[src/rtl/tick_bcd_counter_pkg.sv]
// Shared types and constants for the tick-driven two-digit BCD counter.
package tick_cnt_pkg;

  localparam int unsigned BCD_W = 4;
  localparam logic [BCD_W-1:0] BCD_NINE = 4'd9;

  typedef enum logic [1:0] {
    ST_IDLE  = 2'd0,
    ST_RUN   = 2'd1,
    ST_PAUSE = 2'd2
  } state_t;

endpackage

[src/rtl/tick_bcd_counter_if.sv]
// Control/status bundle between the counter and its controller.
interface tick_bcd_counter_if;

  logic       tick_src;
  logic       run;
  logic       up;
  logic       clr;
  logic       load;
  logic [7:0] load_val;
  logic [7:0] bcd_out;
  logic       tc;
  logic       load_err;
  logic [1:0] state_o;

  modport master (
    output tick_src, run, up, clr, load, load_val,
    input  bcd_out, tc, load_err, state_o
  );

  modport slave (
    input  tick_src, run, up, clr, load, load_val,
    output bcd_out, tc, load_err, state_o
  );

endinterface

[src/rtl/tick_bcd_counter_bcd_digit.sv]
// One loadable BCD digit counting up/down between 0 and a supplied limit.
module bcd_digit
  import tick_cnt_pkg::*;
(
  input  logic             clk_in,
  input  logic             reset,
  input  logic             en,
  input  logic             up,
  input  logic             clr,
  input  logic             load,
  input  logic [BCD_W-1:0] max,
  input  logic [BCD_W-1:0] load_val,
  output logic             co,
  output logic [BCD_W-1:0] digit
);

  // Carry/borrow is qualified by en so the next digit can use it as its enable.
  always_comb begin
    co = en && (up ? (digit == max) : (digit == '0));
  end

  always_ff @(posedge clk_in or negedge reset) begin
    if (!reset) begin
      digit <= '0;
    end else if (clr) begin
      digit <= '0;
    end else if (load) begin
      digit <= load_val;
    end else if (en) begin
      if (up) begin
        digit <= (digit == max) ? '0 : digit + 1'b1;
      end else begin
        digit <= (digit == '0) ? max : digit - 1'b1;
      end
    end
  end

endmodule

[src/rtl/tick_bcd_counter.sv]
// Counts rising edges of the divided clock on a 2-digit BCD up/down counter
// with programmable wrap value, load, clear and run/pause control.
module tick_bcd_counter
  import tick_cnt_pkg::*;
#(
  parameter int unsigned MAX_TENS = 5,
  parameter int unsigned MAX_ONES = 9
) (
  input  logic                clk_in,
  input  logic                reset,
  tick_bcd_counter_if.slave   bus
);

  localparam logic [BCD_W-1:0] MAX_T = BCD_W'(MAX_TENS);
  localparam logic [BCD_W-1:0] MAX_O = BCD_W'(MAX_ONES);
  localparam logic [7:0]       WRAP  = {MAX_T, MAX_O};

  state_t           state, state_nxt;
  logic             tick_d;
  logic             tick;
  logic             load_ok;
  logic             digit_load;
  logic             count_en;
  logic [BCD_W-1:0] ones_max;
  logic [BCD_W-1:0] ones, tens;
  logic             ones_co, tens_co;
  logic             tc_q, load_err_q;

  assign tick = bus.tick_src & ~tick_d;

  always_comb begin
    state_nxt = state;
    if (bus.clr) begin
      state_nxt = ST_IDLE;
    end else begin
      unique case (state)
        ST_IDLE:  state_nxt = bus.run ? ST_RUN : ST_IDLE;
        ST_RUN:   state_nxt = bus.run ? ST_RUN : ST_PAUSE;
        ST_PAUSE: state_nxt = bus.run ? ST_RUN : ST_PAUSE;
        default:  state_nxt = ST_IDLE;
      endcase
    end
  end

  // Both nibbles valid BCD makes a plain 8-bit compare equal to a decimal compare.
  always_comb begin
    load_ok    = (bus.load_val[7:4] <= BCD_NINE) && (bus.load_val[3:0] <= BCD_NINE)
                 && (bus.load_val <= WRAP);
    digit_load = bus.load && load_ok && !bus.clr;
    count_en   = tick && (state == ST_RUN) && bus.run && !bus.clr && !bus.load;
  end

  // Ones rolls at MAX_ONES only when the tens digit is about to wrap as well.
  always_comb begin
    ones_max = BCD_NINE;
    if (bus.up ? (tens == MAX_T) : (tens == '0)) begin
      ones_max = MAX_O;
    end
  end

  bcd_digit u_ones (
    .clk_in   (clk_in),
    .reset    (reset),
    .en       (count_en),
    .up       (bus.up),
    .clr      (bus.clr),
    .load     (digit_load),
    .max      (ones_max),
    .load_val (bus.load_val[3:0]),
    .co       (ones_co),
    .digit    (ones)
  );

  bcd_digit u_tens (
    .clk_in   (clk_in),
    .reset    (reset),
    .en       (ones_co),
    .up       (bus.up),
    .clr      (bus.clr),
    .load     (digit_load),
    .max      (MAX_T),
    .load_val (bus.load_val[7:4]),
    .co       (tens_co),
    .digit    (tens)
  );

  always_ff @(posedge clk_in or negedge reset) begin
    if (!reset) begin
      state      <= ST_IDLE;
      tick_d     <= 1'b1;
      tc_q       <= 1'b0;
      load_err_q <= 1'b0;
    end else begin
      state      <= state_nxt;
      tick_d     <= bus.tick_src;
      tc_q       <= tens_co;
      load_err_q <= bus.load && !bus.clr && !load_ok;
    end
  end

  assign bus.bcd_out  = {tens, ones};
  assign bus.tc       = tc_q;
  assign bus.load_err = load_err_q;
  assign bus.state_o  = state;

endmodule
[src/flat_wrapper.sv]
// flat-port wrapper written by rule: the top's interface ports become plain ports
module tick_bcd_counter_flat import tick_cnt_pkg::*;
#(
  parameter int unsigned MAX_TENS = 5,
  parameter int unsigned MAX_ONES = 9
)
  (clk_in, reset, bus_tick_src, bus_run, bus_up, bus_clr, bus_load, bus_load_val, bus_bcd_out, bus_tc, bus_load_err, bus_state_o);
  tick_bcd_counter_if bus_i ();
  input  logic clk_in;
  input  logic reset;
  input wire logic [$bits(bus_i.tick_src)-1:0] bus_tick_src;
  input wire logic [$bits(bus_i.run)-1:0] bus_run;
  input wire logic [$bits(bus_i.up)-1:0] bus_up;
  input wire logic [$bits(bus_i.clr)-1:0] bus_clr;
  input wire logic [$bits(bus_i.load)-1:0] bus_load;
  input wire logic [$bits(bus_i.load_val)-1:0] bus_load_val;
  output wire logic [$bits(bus_i.bcd_out)-1:0] bus_bcd_out;
  output wire logic [$bits(bus_i.tc)-1:0] bus_tc;
  output wire logic [$bits(bus_i.load_err)-1:0] bus_load_err;
  output wire logic [$bits(bus_i.state_o)-1:0] bus_state_o;
  assign bus_i.tick_src = bus_tick_src;
  assign bus_i.run = bus_run;
  assign bus_i.up = bus_up;
  assign bus_i.clr = bus_clr;
  assign bus_i.load = bus_load;
  assign bus_i.load_val = bus_load_val;
  assign bus_bcd_out = bus_i.bcd_out;
  assign bus_tc = bus_i.tc;
  assign bus_load_err = bus_i.load_err;
  assign bus_state_o = bus_i.state_o;
  tick_bcd_counter #(.MAX_TENS(MAX_TENS), .MAX_ONES(MAX_ONES)) u_core (.clk_in(clk_in), .reset(reset), .bus(bus_i));
endmodule
[config.mk]
export PLATFORM = sky130hd
export DESIGN_NAME = tick_bcd_counter_flat
export DESIGN_NICKNAME = d
export VERILOG_FILES = /design/src/rtl/tick_bcd_counter_pkg.sv /design/src/rtl/tick_bcd_counter_if.sv /design/src/rtl/tick_bcd_counter_bcd_digit.sv /design/src/rtl/tick_bcd_counter.sv /design/src/flat_wrapper.sv
export SDC_FILE = /design/constraint.sdc
export NUM_CORES = 1
export LEC_CHECK = 0
export ABC_AREA = 1
export BUFFER_PORTS_ARGS = -buffer_cell sky130_fd_sc_hd__clkbuf_2
export CAP_MARGIN = 20
export CORE_MARGIN = 2
export CORE_UTILIZATION = 59
export DETAILED_ROUTE_END_ITERATION = 12
export GPL_TIMING_DRIVEN = 0
export PLACE_DENSITY = 0.85
export SYNTH_ARGS = -nofsm -noshare
export SYNTH_HDL_FRONTEND = slang
export SYNTH_HIERARCHICAL = 1
export SYNTH_SLANG_ARGS = --single-unit
[constraint.sdc]
create_clock -name clk_in -period 3.58 [get_ports clk_in]
set_clock_uncertainty 0.1 [all_clocks]
set_input_delay 0.358 -clock clk_in [delete_from_list [all_inputs] [get_ports clk_in]]
set_output_delay 0.358 -clock clk_in [all_outputs]
set_load 0.05 [all_outputs]
==> out/qor.log, run 1 <==
qor: outcome.status finished, final reports clean
qor: critical_path.crit-reg2reg-capture u_core/u_tens/digit[0]
qor: critical_path.cpPeakStageDelay 0.46 ns
qor: yosys.area_fraction_of_the_dominant_cell_type_after_synthesis 23.1%
qor: power.internal-power 316 uW
qor: power.netSwitchingFraction 48.5%
qor: place.post_dp_hpwl 2130 um
qor: cts.max_h_tree_level 1
qor: global_route.first_global_vias 1141
qor: power.vdd.ir_drop.worst 0.415 mV
qor: global_route.antenna_found_initial 0
qor: global_route.global_route_wire_length_before_repair 4840 um
qor: critical_path.top_fanout_value_on_the_critical_path 7
qor: critical_path.timing.setup.critical_path_class reg -> reg
qor: critical_path.timing.critical_path.depth 15
qor: critical_path.critPathLaunchType register
qor: cts.clock_tree.buffer_depth 2
qor: floorplanning.core.rowCount 17
qor: timing.finalCriticalPeriod 2.10 ns
qor: timing.setup-violations-final 0
qor: detailed_routing.route.detailed.vias_per_inst 4.60
qor: floorplanning.core_region_area 2150 um2
qor: critical_path.required 3.70 ns
qor: global_route.grt_usage 24.2%
qor: critical_path.critical_path.most_common_cell sky130_fd_sc_hd__nand2_1
qor: layout.synthToLayoutAreaGrowth 20.1%
qor: critical_path.cp_top_family simple AND/OR/NAND/NOR gates
qor: yosys.synth.cell_area 1300 um2
qor: place.placed_instance_area 1530 um2
qor: timing.post-route-period-util 58.7%
qor: detailed_routing.detail_route.iter0.violations 44
qor: detailed_routing.drtPass1Iterations 4
qor: timing.max_clock_freq 476 MHz
qor: timing.rsz0062_at_grt false
qor: yosys.ys_warn_count 6
qor: timing.setup-tns-final 0 ns
qor: layout.post-route-cell-area 1560 um2
qor: cts.clkLatencyLatePin 0.27 ns
qor: critical_path.launch_point_of_the_critical_path u_core/u_ones/digit[0]
qor: yosys.ys_types 21
qor: floorplanning.die-area 2600 um2
qor: cts.clock_root_buffer sky130_fd_sc_hd__clkbuf_4
qor: yosys.yosysTopAreaCell sky130_fd_sc_hd__dfrtp_1
qor: detailed_routing.total_wire_length_after_detailed_routing 2730 um
qor: hold_path.timing.hold.worst.class in -> reg
qor: detailed_routing.wire_per_inst 9.45 um
qor: critical_path.ff2ff_setup_slack 1.48 ns
qor: power.power.share.clock 14.7%
qor: power.share_comb_of_total_power 53.7%
qor: critical_path.critPathBufInv 3
qor: critical_path.worst_r2r_startpoint u_core/u_ones/digit[0]
qor: floorplanning.pin_count 27
qor: yosys.synth-seq-area-share 25.1%
qor: detailed_routing.antenna_violating_nets_post_route 0
qor: layout.antenna_cells_inserted 0
qor: critical_path.end_kind register
qor: yosys.postSynthAreaPerCell 6.09 um2
qor: place.number_of_port_buffers 26
qor: floorplanning.chipHeight 51.0 um
qor: job.max_cap_violations 0
qor: global_route.overflow 0
qor: critical_path.arrival 2.22 ns
qor: timing.maxSlewViolCount 0
qor: cts.path_clk_slew 0.08 ns
qor: critical_path.critical_path_cell_by_cell inv_2 > ha_1 > inv_1 > nor2_4 > nand2_2 > nand2_1 > nand2_1 > a21oi_1 > nor2_1 > nand2_1 > inv_2 > or2_4 > nor2_1 > nand2_1 > nand2_1
qor: place.place_congestion 0.922
qor: global_route.grt_max_degree 14
qor: layout.fraction_of_final_layout_cells_with_drive_strength_greater_than_1 23.4%
qor: power.seq_power_share 31.6%
qor: cts.cts_num_sinks 13
qor: critical_path.critical_path.endpoint u_core/u_tens/digit[0]
qor: yosys.synth_area_leaders sky130_fd_sc_hd__dfrtp_1 23%, sky130_fd_sc_hd__nand2_1 22%, sky130_fd_sc_hd__nand3_1 9.2%, sky130_fd_sc_hd__ha_1 6.7%, sky130_fd_sc_hd__nor2_1 6.6%
qor: yosys.synth_cells 214
qor: yosys.ys_seq_elements 13
qor: power.static-leakage-power 0.000968 uW
qor: layout.num-nets-final 284
qor: cts.numCtsBuffers 3
qor: detailed_routing.post-route-drc-count 0
qor: floorplanning.die_width 51.0 um
qor: critical_path.critPathSlowestCell sky130_fd_sc_hd__dfrtp_1
qor: critical_path.worst-r2r-cell-count 15
qor: detailed_routing.via_count 1330
qor: floorplanning.initial_standard_cell_utilization_of_the_core 60.6%
qor: timing.final_hold_viol_count 0
qor: power.power-per-cell-area 393 nW/um2
qor: power.net-switching-power 298 uW
qor: cts.cts_tree done
## final cells by class
type | count | area, um2
plain buffers | 2 | 22.5
clock buffers | 4 | 26.3
fillers | 203 | 584
inverters | 33 | 124
well taps | 28 | 35.0
repair buffers | 27 | 140
flip-flops and latches | 13 | 327
multi-input cells | 182 | 890
## registers in the layout, summed over array words and instances (netlist names)
| register | flops |
|---|---|
| u_core/tick_d | 1 |
| u_core/bus.state_o | 2 |
| u_core/bus.tc | 1 |
| u_core/u_tens/digit | 4 |
| u_core/bus.load_err | 1 |
| u_core/u_ones/digit | 4 |
## worst reg2reg max path, stage by stage (launching register included)
cell and delay, ns:
sky130_fd_sc_hd__dfrtp_1 0.46, sky130_fd_sc_hd__inv_2 0.13, sky130_fd_sc_hd__ha_1 0.15, sky130_fd_sc_hd__inv_1 0.07, sky130_fd_sc_hd__nor2_4 0.13, sky130_fd_sc_hd__nand2_2 0.08, sky130_fd_sc_hd__nand2_1 0.07, sky130_fd_sc_hd__nand2_1 0.04
sky130_fd_sc_hd__a21oi_1 0.18, sky130_fd_sc_hd__nor2_1 0.06, sky130_fd_sc_hd__nand2_1 0.07, sky130_fd_sc_hd__inv_2 0.06, sky130_fd_sc_hd__or2_4 0.24, sky130_fd_sc_hd__nor2_1 0.10, sky130_fd_sc_hd__nand2_1 0.06, sky130_fd_sc_hd__nand2_1 0.05
## power groups by stage
| stage | registers (uW) | logic [uW] | clock network [uW] |
|---|---|---|---|
| finish | 194 | 330 | 90.6 |
| CTS | 194 | 328 | 96.5 |
| global route | 197 | 374 | 103 |
| detailed placement | 196 | 326 | 0 |
| global placement | 196 | 323 | 0 |
| floorplan | 252 | 200 | 0 |
## cells in the final DEF, fill, tap and decap left out, drive strengths merged, types with 6 or more instances in the layout
master	instances
nand3	24
conb	18
a21oi	6
xor2	6
dfrtp	12
nor2	32
nand2	81
inv	33
ha	7
clkbuf	30
## cell usage after synthesis
library cell	n
sky130_fd_sc_hd__nand2_1	76
sky130_fd_sc_hd__nand3_1	24
sky130_fd_sc_hd__nor2_1	23
sky130_fd_sc_hd__inv_1	22
sky130_fd_sc_hd__dfrtp_1	12
sky130_fd_sc_hd__inv_2	11
sky130_fd_sc_hd__ha_1	7
sky130_fd_sc_hd__nor2_2	7
sky130_fd_sc_hd__a21oi_1	6
sky130_fd_sc_hd__xor2_1	6
sky130_fd_sc_hd__nand2_2	5
sky130_fd_sc_hd__buf_6	2
sky130_fd_sc_hd__conb_1	2
sky130_fd_sc_hd__nor2_4	2
sky130_fd_sc_hd__o21ai_0	2
sky130_fd_sc_hd__or2_4	2
sky130_fd_sc_hd__dfstp_2	1
sky130_fd_sc_hd__nor3_1	1
sky130_fd_sc_hd__nor3_2	1
sky130_fd_sc_hd__nor3b_1	1
sky130_fd_sc_hd__nor3b_2	1
## per-stage QoR
stage	hold WS, ns	total power [uW]	setup slack (ns)	utilization, %	instances
floorplan	-0.0376	452	1.45	-	230
global placement	0.173	519	1.51	71.1	284
detailed placement	0.171	522	1.49	71.1	284
CTS	0.0547	618	1.47	72.8	289
global route	0.0492	674	1.20	72.8	289
finish	0.0689	614	1.48	72.8	289
## what timing repair did
action / CTS / global route
buffers inserted: 0 / 0
endpoints found under the hold margin: 12 / 0
hold buffers: 1 / 0
resized for setup: 0 / 0
## cells by family after synthesis
logic type      count (synthesis)  share of synthesized area (%)
flops                          13                           25.1
simple gates                  143                           49.3
fa+ha+maj                       7                           6.72
compound gates                  8                           3.07
other cells                     2                          0.577
buf+inv                        35                           11.2
xor+xnor                        6                           4.03
## layer usage
metal / GRT usage, % / up-vias / part of all wire [%]
met2: 38.5 / 38 / 47
met3: 2.63 / 2 / 5.4
met5: 0 / - / 0
met4: 9.91 / 0 / 0.73
met1: 33.2 / 563 / 47
li1: - / 727 / -
## how the worst min path moves through the flow
| stage | startpoint | to | depth (start not counted) |
|---|---|---|---|
| after global routing | bus_tick_src | u_core/tick_d | 1 |
| after floorplan | reset | u_core/bus.load_err | 0 |
| after CTS | bus_tick_src | u_core/tick_d | 1 |
| final | bus_tick_src | u_core/tick_d | 1 |
| after global placement | reset | u_core/u_tens/digit[0] | 1 |
| after detailed placement | reset | u_core/u_tens/digit[0] | 1 |
Note: power is estimated with default switching activity, not from simulation.
==> run 2, diff against run 1 <==
--- a/config.mk
+++ b/config.mk
@@ -9,10 +9,10 @@
 export BUFFER_PORTS_ARGS = -buffer_cell sky130_fd_sc_hd__clkbuf_2
 export CAP_MARGIN = 20
 export CORE_MARGIN = 2
-export CORE_UTILIZATION = 59
+export CORE_UTILIZATION = 49
 export DETAILED_ROUTE_END_ITERATION = 12
 export GPL_TIMING_DRIVEN = 0
-export PLACE_DENSITY = 0.85
+export PLACE_DENSITY = 0.75
 export SYNTH_ARGS = -nofsm -noshare
 export SYNTH_HDL_FRONTEND = slang
 export SYNTH_HIERARCHICAL = 1
==> constraint.sdc (replaced) <==
create_clock -name clk_in -period 1.7 [get_ports clk_in]
set_clock_uncertainty 0.1 [all_clocks]
set_input_delay 0.17 -clock clk_in [delete_from_list [all_inputs] [get_ports clk_in]]
set_output_delay 0.17 -clock clk_in [all_outputs]
set_load 0.05 [all_outputs]
==> run 2 against run 1 <==
- the flow now finishes with violations (setup timing)
- non-clock buffer count up 14
- critical path depth is the same
- die area is 19% higher
- via count up 3.7%
- final cell count grew 5.5%
- final area is 12% higher
- global-route usage is 4.2 points lower
==> out/qor.log, run 2 (same netlist as run 1, synthesis figures left out) <==
qor: hold_path.min-delay-start bus_load [was bus_tick_src]
qor: place.number_of_port_buffers 26 [unchanged]
qor: outcome.status complete, but fails checks [was finished, final reports clean]
qor: detailed_routing.wire_per_inst 9.78 um [was 9.45 um]
qor: floorplanning.core.rowCount 18 [was 17]
qor: hold_path.whs_path_depth 3 [was 1]
qor: detailed_routing.met1_length 1430 um [was 1290 um]
qor: global_route.antenna_found_initial 0 [unchanged]
qor: layout.antenna_cells_inserted 0 [unchanged]
qor: outcome.failed_checks setup timing
qor: global_route.overflow 0 [unchanged]
qor: detailed_routing.via_count 1379 [was 1330]
qor: detailed_routing.detail_route.iter0.violations 47 [was 44]
qor: floorplanning.die_width 55.6 um [was 51.0 um]
qor: detailed_routing.drtPass1Iterations 4 [unchanged]
qor: detailed_routing.total_wire_length_after_detailed_routing 2980 um [was 2730 um]
qor: floorplanning.die-area 3090 um2 [was 2600 um2]
qor: cts.numCtsBuffers 3 [unchanged]
qor: detailed_routing.highest_layer met4 [unchanged]
qor: cts.path_clk_slew 0.08 ns [about the same]
qor: critical_path.cpPeakStageDelay 0.43 ns [was 0.46 ns]
qor: power.internal-power 762 uW [was 316 uW]
qor: global_route.grt_max_degree 14 [unchanged]
qor: global_route.grt_usage 19.9% [was 24.2%]
qor: critical_path.worst-r2r-cell-count 15 [unchanged]
qor: floorplanning.initial_standard_cell_utilization_of_the_core 52.1% [was 60.6%]
qor: layout.layout.cells.most_common_list 73 x sky130_fd_sc_hd__nand2_1, 26 x sky130_fd_sc_hd__clkbuf_2, 24 x sky130_fd_sc_hd__nand3_1 [was 76 x sky130_fd_sc_hd__nand2_1, 26 x sky130_fd_sc_hd__clkbuf_2, 24 x sky130_fd_sc_hd__nand3_1]
qor: place.place_congestion 0.839 [was 0.922]
qor: power.power-per-cell-area 825 nW/um2 [was 393 nW/um2]
qor: layout.synthToLayoutAreaGrowth 33.9% [was 20.1%]
qor: critical_path.critical_path_cell_by_cell inv_4 > ha_4 > inv_4 > nor2_4 > nand2_2 > nand2_1 > nand2_1 > a21oi_2 > nor2_1 > nand2_1 > inv_2 > or2_4 > nor2_2 > nand2_1 > nand2_1 [was inv_2 > ha_1 > inv_1 > nor2_4 > nand2_2 > nand2_1 > nand2_1 > a21oi_1 > nor2_1 > nand2_1 > inv_2 > or2_4 > nor2_1 > nand2_1 > nand2_1]
qor: timing.max_clock_freq 534 MHz [was 476 MHz]
qor: timing.setup-tns-final -0.628 ns [was 0 ns]
qor: floorplanning.core_region_area 2500 um2 [was 2150 um2]
qor: timing.fin_ws -0.172 ns [was 1.48 ns]
qor: critical_path.timing.setup.critical_path_class reg -> reg [unchanged]
qor: critical_path.ff2ff_setup_slack -0.17 ns [was 1.48 ns]
qor: critical_path.top_fanout_value_on_the_critical_path 4 [was 7]
qor: critical_path.end_kind register [unchanged]
qor: power.net-switching-power 678 uW [was 298 uW]
qor: detailed_routing.route.detailed.vias_per_inst 4.52 [was 4.60]
qor: cts.clock_tree.buffer_depth 2 [unchanged]
qor: detailed_routing.post-route-drc-count 0 [unchanged]
qor: timing.maxSlewViolCount 0 [unchanged]
qor: cts.cts_tree done [unchanged]
qor: timing.rsz0062_at_grt true [was false]
qor: timing.finalCriticalPeriod 1.87 ns [was 2.10 ns]
qor: place.placement.setup.worst_slack -0.316 ns [was 1.49 ns]
qor: power.seq_power_share 27.8% [was 31.6%]
qor: layout.num-nets-final 298 [was 284]
qor: power.share_comb_of_total_power 59.2% [was 53.7%]
qor: hold_path.worst_hold_path.endpoint u_core/bus.load_err [was u_core/tick_d]
qor: critical_path.arrival 1.98 ns [was 2.22 ns]
qor: power.vdd.ir_drop.worst 0.715 mV [was 0.415 mV]
qor: timing.setup-violations-final 4 [was 0]
qor: cts.cts_num_sinks 13 [unchanged]
qor: power.netSwitchingFraction 47.1% [was 48.5%]
qor: floorplanning.chipHeight 55.6 um [was 51.0 um]
qor: timing.post-route-period-util 110% [was 58.7%]
qor: timing.final_hold_viol_count 0 [unchanged]
qor: job.max_cap_violations 0 [unchanged]
qor: global_route.global_route_wire_length_before_repair 5090 um [was 4840 um]
qor: cts.clkLatencyLatePin 0.27 ns [about the same]
qor: layout.fraction_of_final_layout_cells_with_drive_strength_greater_than_1 34.2% [was 23.4%]
qor: place.post_dp_hpwl 2160 um [was 2130 um]
qor: floorplanning.pin_count 27 [unchanged]
qor: detailed_routing.met2RoutedLength 1380 um [was 1270 um]
qor: detailed_routing.met3WireLength 164 um [was 148 um]
qor: critical_path.critPathLaunchType register [unchanged]
qor: detailed_routing.antenna_violating_nets_post_route 0 [unchanged]
qor: layout.final_common_cell sky130_fd_sc_hd__nand2_1 [unchanged]
qor: cts.clock_root_buffer sky130_fd_sc_hd__clkbuf_4 [unchanged]
qor: critical_path.worst_r2r_startpoint u_core/u_ones/digit[0] [unchanged]
qor: global_route.first_global_vias 1234 [was 1141]
qor: cts.max_h_tree_level 1 [unchanged]
qor: critical_path.critPathSlowestCell sky130_fd_sc_hd__dfrtp_2 [was sky130_fd_sc_hd__dfrtp_1]
qor: hold_path.timing.hold.worst.class in -> reg [unchanged]
qor: critical_path.critical_path.most_common_cell sky130_fd_sc_hd__nand2_1 [unchanged]
qor: power.static-leakage-power 0.00103 uW [was 0.000968 uW]
qor: power.power.share.clock 13.1% [was 14.7%]
qor: critical_path.required 1.81 ns [was 3.70 ns]
qor: critical_path.crit-reg2reg-capture u_core/u_tens/digit[2] [was u_core/u_tens/digit[0]]
## run 2: stage by stage
stage          utilization [%]  total power (uW)  hold slack [ns]  instance area, um2  instances
6_report                  69.8              1440           0.0468                1740        305
4_1_cts                   68.0              1390           0.0376                1700        302
3_5_place_dp              62.2              1120          -0.0130                1550        286
2_1_floorplan                -               972           -0.226                1390        230
5_1_grt                   69.8              1570           0.0444                1740        305
3_3_place_gp              62.2              1120          -0.0135                1550        286
## run 2: critical path: cells and delay by family (launching register included)
| family | cells | cell delay, ns |
|---|---|---|
| and+or+nand+nor | 10 | 0.87 |
| adders and majority gates | 1 | 0.13 |
| buffers and inverters | 3 | 0.15 |
| AOI/OAI and AO/OA | 1 | 0.13 |
| DFF | 1 | 0.43 |
## run 2: how the worst max path moves through the flow
stage               depth (start not counted)                endpoint              startpoint  slack [ns]
floorplan                                  15  u_core/u_tens/digit[1]  u_core/u_ones/digit[0]       -0.25
global placement                           15  u_core/u_tens/digit[3]  u_core/u_ones/digit[0]       -0.31
detailed placement                         15  u_core/u_tens/digit[3]  u_core/u_ones/digit[0]       -0.32
CTS                                        13  u_core/u_tens/digit[2]   u_core/bus.state_o[1]       -0.17
global route                               15  u_core/u_tens/digit[0]  u_core/u_ones/digit[1]       -0.28
finish                                     15  u_core/u_tens/digit[2]  u_core/u_ones/digit[0]       -0.17
## run 2: final cells by class
type | count | area (um2)
clock buffer | 3 | 22.5
timing repair buffer | 41 | 250
buffer | 2 | 22.5
multi-input combinational | 182 | 946
tap | 30 | 37.5
clock inverter | 1 | 5.00
fill | 243 | 756
inverter | 33 | 129
sequential | 13 | 332
## run 2: routing by layer
layer  track usage [%]  up-vias
met5                 0        -
met4              4.18        0
met3              2.81        2
met2              33.3       35
met1              27.3      588
li1                  -      754
## run 2: repair_timing
action / in CTS / in global routing
endpoints found under the hold margin: 15 / 0
hold buffers: 3 / 0
setup endpoints to repair: 7 / 8
gates resized for setup: 5 / 9
buffers inserted: 9 / 4
pin swaps: 8 / 9
## run 2: power groups by stage
stage                     Sequential, uW  Clock (uW)  Combinational [uW]
after CTS                            400         199                 792
after global routing                 407         214                 953
after global placement               418           0                 701
after floorplan                      535           0                 437
after detailed placement             417           0                 705
final                                400         188                 852
==> run 3, diff against run 2 <==
--- a/config.mk
+++ b/config.mk
@@ -17,3 +17,4 @@
 export SYNTH_HDL_FRONTEND = slang
 export SYNTH_HIERARCHICAL = 1
 export SYNTH_SLANG_ARGS = --single-unit
+export TNS_END_PERCENT = 50
==> run 3 against run 2 <==
- the run still ends with setup timing left
- critical path depth stayed put
- via count increased by 3.5%
- die area did not move
- first-iteration DRC count is 11% lower
- combinational power rose by 2.5%
==> out/qor.log, run 3 (same netlist as run 1, synthesis figures left out) <==
qor: layout.antenna_cells_inserted 0 [unchanged]
qor: detailed_routing.route.detailed.vias_per_inst 4.63 [was 4.52]
qor: timing.fin_ws -0.187 ns [was -0.172 ns]
qor: timing.final_hold_viol_count 0 [unchanged]
qor: critical_path.critPathBufInv 3 [unchanged]
qor: critical_path.critPathSlowestCell sky130_fd_sc_hd__dfrtp_2 [unchanged]
qor: cts.clock_root_buffer sky130_fd_sc_hd__clkbuf_4 [unchanged]
qor: floorplanning.chipHeight 55.6 um [unchanged]
qor: floorplanning.core.rowCount 18 [unchanged]
qor: critical_path.critical_path_cell_by_cell inv_4 > ha_4 > inv_4 > nor2_4 > nand2_2 > nand2_1 > nand2_1 > a21oi_2 > nor2_1 > nand2_1 > inv_2 > or2_4 > nor2_2 > nand2_1 > nand2_1 [unchanged]
qor: critical_path.top_fanout_value_on_the_critical_path 4 [unchanged]
qor: global_route.grt_max_degree 14 [unchanged]
qor: layout.synthToLayoutAreaGrowth 38.1% [was 33.9%]
qor: timing.setup-violations-final 5 [was 4]
qor: critical_path.required 1.81 ns [about the same]
qor: place.place_congestion 0.850 [was 0.839]
qor: global_route.overflow 0 [unchanged]
qor: layout.fraction_of_final_layout_cells_with_drive_strength_greater_than_1 35.3% [was 34.2%]
qor: critical_path.end_kind register [unchanged]
qor: cts.path_clk_slew 0.08 ns [about the same]
qor: job.max_cap_violations 0 [unchanged]
qor: timing.maxSlewViolCount 0 [unchanged]
qor: place.post_dp_hpwl 2170 um [was 2160 um]
qor: timing.finalCriticalPeriod 1.89 ns [was 1.87 ns]
qor: global_route.first_global_vias 1376 [was 1234]
qor: critical_path.critPathLaunchType register [unchanged]
qor: detailed_routing.via_count 1427 [was 1379]
qor: power.net-switching-power 688 uW [was 678 uW]
qor: cts.max_h_tree_level 1 [unchanged]
qor: global_route.grt_usage 22.9% [was 19.9%]
qor: detailed_routing.detail_route.iter0.violations 42 [was 47]
qor: cts.cts_num_sinks 13 [unchanged]
qor: critical_path.timing.setup.critical_path_class reg -> reg [unchanged]
qor: floorplanning.initial_standard_cell_utilization_of_the_core 52.1% [unchanged]
qor: layout.layout.cells.most_common_list 72 x sky130_fd_sc_hd__nand2_1, 26 x sky130_fd_sc_hd__clkbuf_2, 23 x sky130_fd_sc_hd__nand3_1 [was 73 x sky130_fd_sc_hd__nand2_1, 26 x sky130_fd_sc_hd__clkbuf_2, 24 x sky130_fd_sc_hd__nand3_1]
qor: hold_path.timing.hold.worst.class in -> reg [unchanged]
qor: detailed_routing.antenna_violating_nets_post_route 0 [unchanged]
qor: global_route.global_route_wire_length_before_repair 5750 um [was 5090 um]
qor: layout.final_cells 308 [was 305]
qor: place.number_of_port_buffers 26 [unchanged]
qor: outcome.failed_checks setup timing [unchanged]
qor: cts.clkLatencyLatePin 0.27 ns [about the same]
qor: power.vdd.ir_drop.worst 0.563 mV [was 0.715 mV]
qor: outcome.status complete, but fails checks [unchanged]
qor: power.seq_power_share 27.4% [was 27.8%]
qor: critical_path.critical_path.most_common_cell sky130_fd_sc_hd__nand2_1 [unchanged]
qor: detailed_routing.wire_per_inst 10.2 um [was 9.78 um]
qor: timing.post-route-period-util 111% [was 110%]
qor: power.total_power 1470 uW [was 1440 uW]
qor: floorplanning.core_region_area 2500 um2 [unchanged]
qor: power.power.share.clock 13.0% [was 13.1%]
qor: detailed_routing.total_wire_length_after_detailed_routing 3150 um [was 2980 um]
qor: power.internal-power 777 uW [was 762 uW]
qor: layout.utilization_of_the_core_after_routing 72.0% [was 69.8%]
qor: place.post-place-cells 286 [unchanged]
qor: cts.cts_tree done [unchanged]
qor: power.power-per-cell-area 814 nW/um2 [was 825 nW/um2]
qor: cts.numCtsBuffers 3 [unchanged]
qor: detailed_routing.post-route-drc-count 0 [unchanged]
qor: power.netSwitchingFraction 47.0% [was 47.1%]
qor: timing.rsz0062_at_grt true [unchanged]
qor: floorplanning.die_width 55.6 um [unchanged]
qor: timing.max_clock_freq 530 MHz [was 534 MHz]
qor: floorplanning.die-area 3090 um2 [unchanged]
qor: global_route.antenna_found_initial 0 [unchanged]
qor: power.share_comb_of_total_power 59.6% [was 59.2%]
qor: power.static-leakage-power 0.00105 uW [was 0.00103 uW]
qor: layout.final_common_cell sky130_fd_sc_hd__nand2_1 [unchanged]
qor: cts.clock_tree.buffer_depth 2 [unchanged]
qor: critical_path.cp_top_family simple AND/OR/NAND/NOR gates [unchanged]
qor: layout.num-nets-final 301 [was 298]
qor: critical_path.arrival 2.00 ns [was 1.98 ns]
qor: critical_path.cpPeakStageDelay 0.43 ns [about the same]
qor: detailed_routing.drtPass1Iterations 4 [unchanged]
qor: floorplanning.pin_count 27 [unchanged]
run 3: cell types whose count changed in the layout (fill, tap and decap cells not counted):
cell and change:
sky130_fd_sc_hd__nand2_1 -1, sky130_fd_sc_hd__buf_6 +3, sky130_fd_sc_hd__nor2_4 +3, sky130_fd_sc_hd__clkbuf_1 +1
sky130_fd_sc_hd__nand3_2 +1, sky130_fd_sc_hd__nor2_2 -3, sky130_fd_sc_hd__nand2_2 +1, sky130_fd_sc_hd__nand3_1 -1
sky130_fd_sc_hd__clkinv_2 -1
run 3: worst paths after layout:
kind	start	endpoint	slack [ns]	depth (start not counted)
worst min register to register	u_core/u_tens/digit[3]	u_core/u_tens/digit[3]	0.53	2
min in group asynchronous	reset	u_core/u_tens/digit[2]	0.22	2
max in group asynchronous	reset	u_core/tick_d	0.97	2
worst max-delay path	u_core/u_ones/digit[0]	u_core/u_tens/digit[2]	-0.19	15
worst min-delay path	bus_load	u_core/bus.load_err	0.04	3
worst max register to register	u_core/u_ones/digit[0]	u_core/u_tens/digit[2]	-0.19	15
run 3: worst min-delay path, cell delays in order:
cell and delay, ns:
sky130_fd_sc_hd__clkbuf_2 0.09, sky130_fd_sc_hd__nand2_2 0.08, sky130_fd_sc_hd__nor2_2 0.04
run 3: final cells by class:
type	count	area, um2
timing repair buffer	44	284
buffer	2	22.5
inverter	33	129
clock buffer	4	26.3
sequential	13	332
tap	30	37.5
fill	222	701
multi-input combinational	182	968
run 3: power groups by stage:
stage               Sequential, uW  Combinational, uW  Clock, uW
floorplan                      535                437          0
global placement               418                700          0
CTS                            401                830        199
detailed placement             420                704          0
finish                         402                873        191
global route                   410                981        212
run 3: timing repair:
action                                  4_1_cts  5_1_grt
gates cloned                                  0        0
resized for setup                             5       18
endpoints found under the setup margin        8        8
pin swaps                                     3       12
endpoints found under the hold margin        15        0
hold buffers                                  3        0
buffers inserted                             13        5
run 3: per-layer routing:
layer,vias up,global-route usage (%),routed length [um]
li1,765,-,-
met1,626,32.9,1500
met2,30,35.7,1490
met3,6,3.04,126
met4,0,6.97,34
met5,-,0,0
run 3: stage by stage:
| step | setup slack, ns | instance area [um2] | TNS [ns] | hold slack [ns] |
|---|---|---|---|---|
| after floorplan | -0.254 | 1390 | -1.04 | -0.226 |
| after global placement | -0.312 | 1550 | -1.73 | -0.0129 |
| after CTS | -0.147 | 1730 | -0.807 | 0.0372 |
| after detailed placement | -0.327 | 1550 | -1.73 | -0.0103 |
| final | -0.187 | 1800 | -0.705 | 0.0426 |
| after global routing | -0.324 | 1800 | -1.51 | 0.0451 |
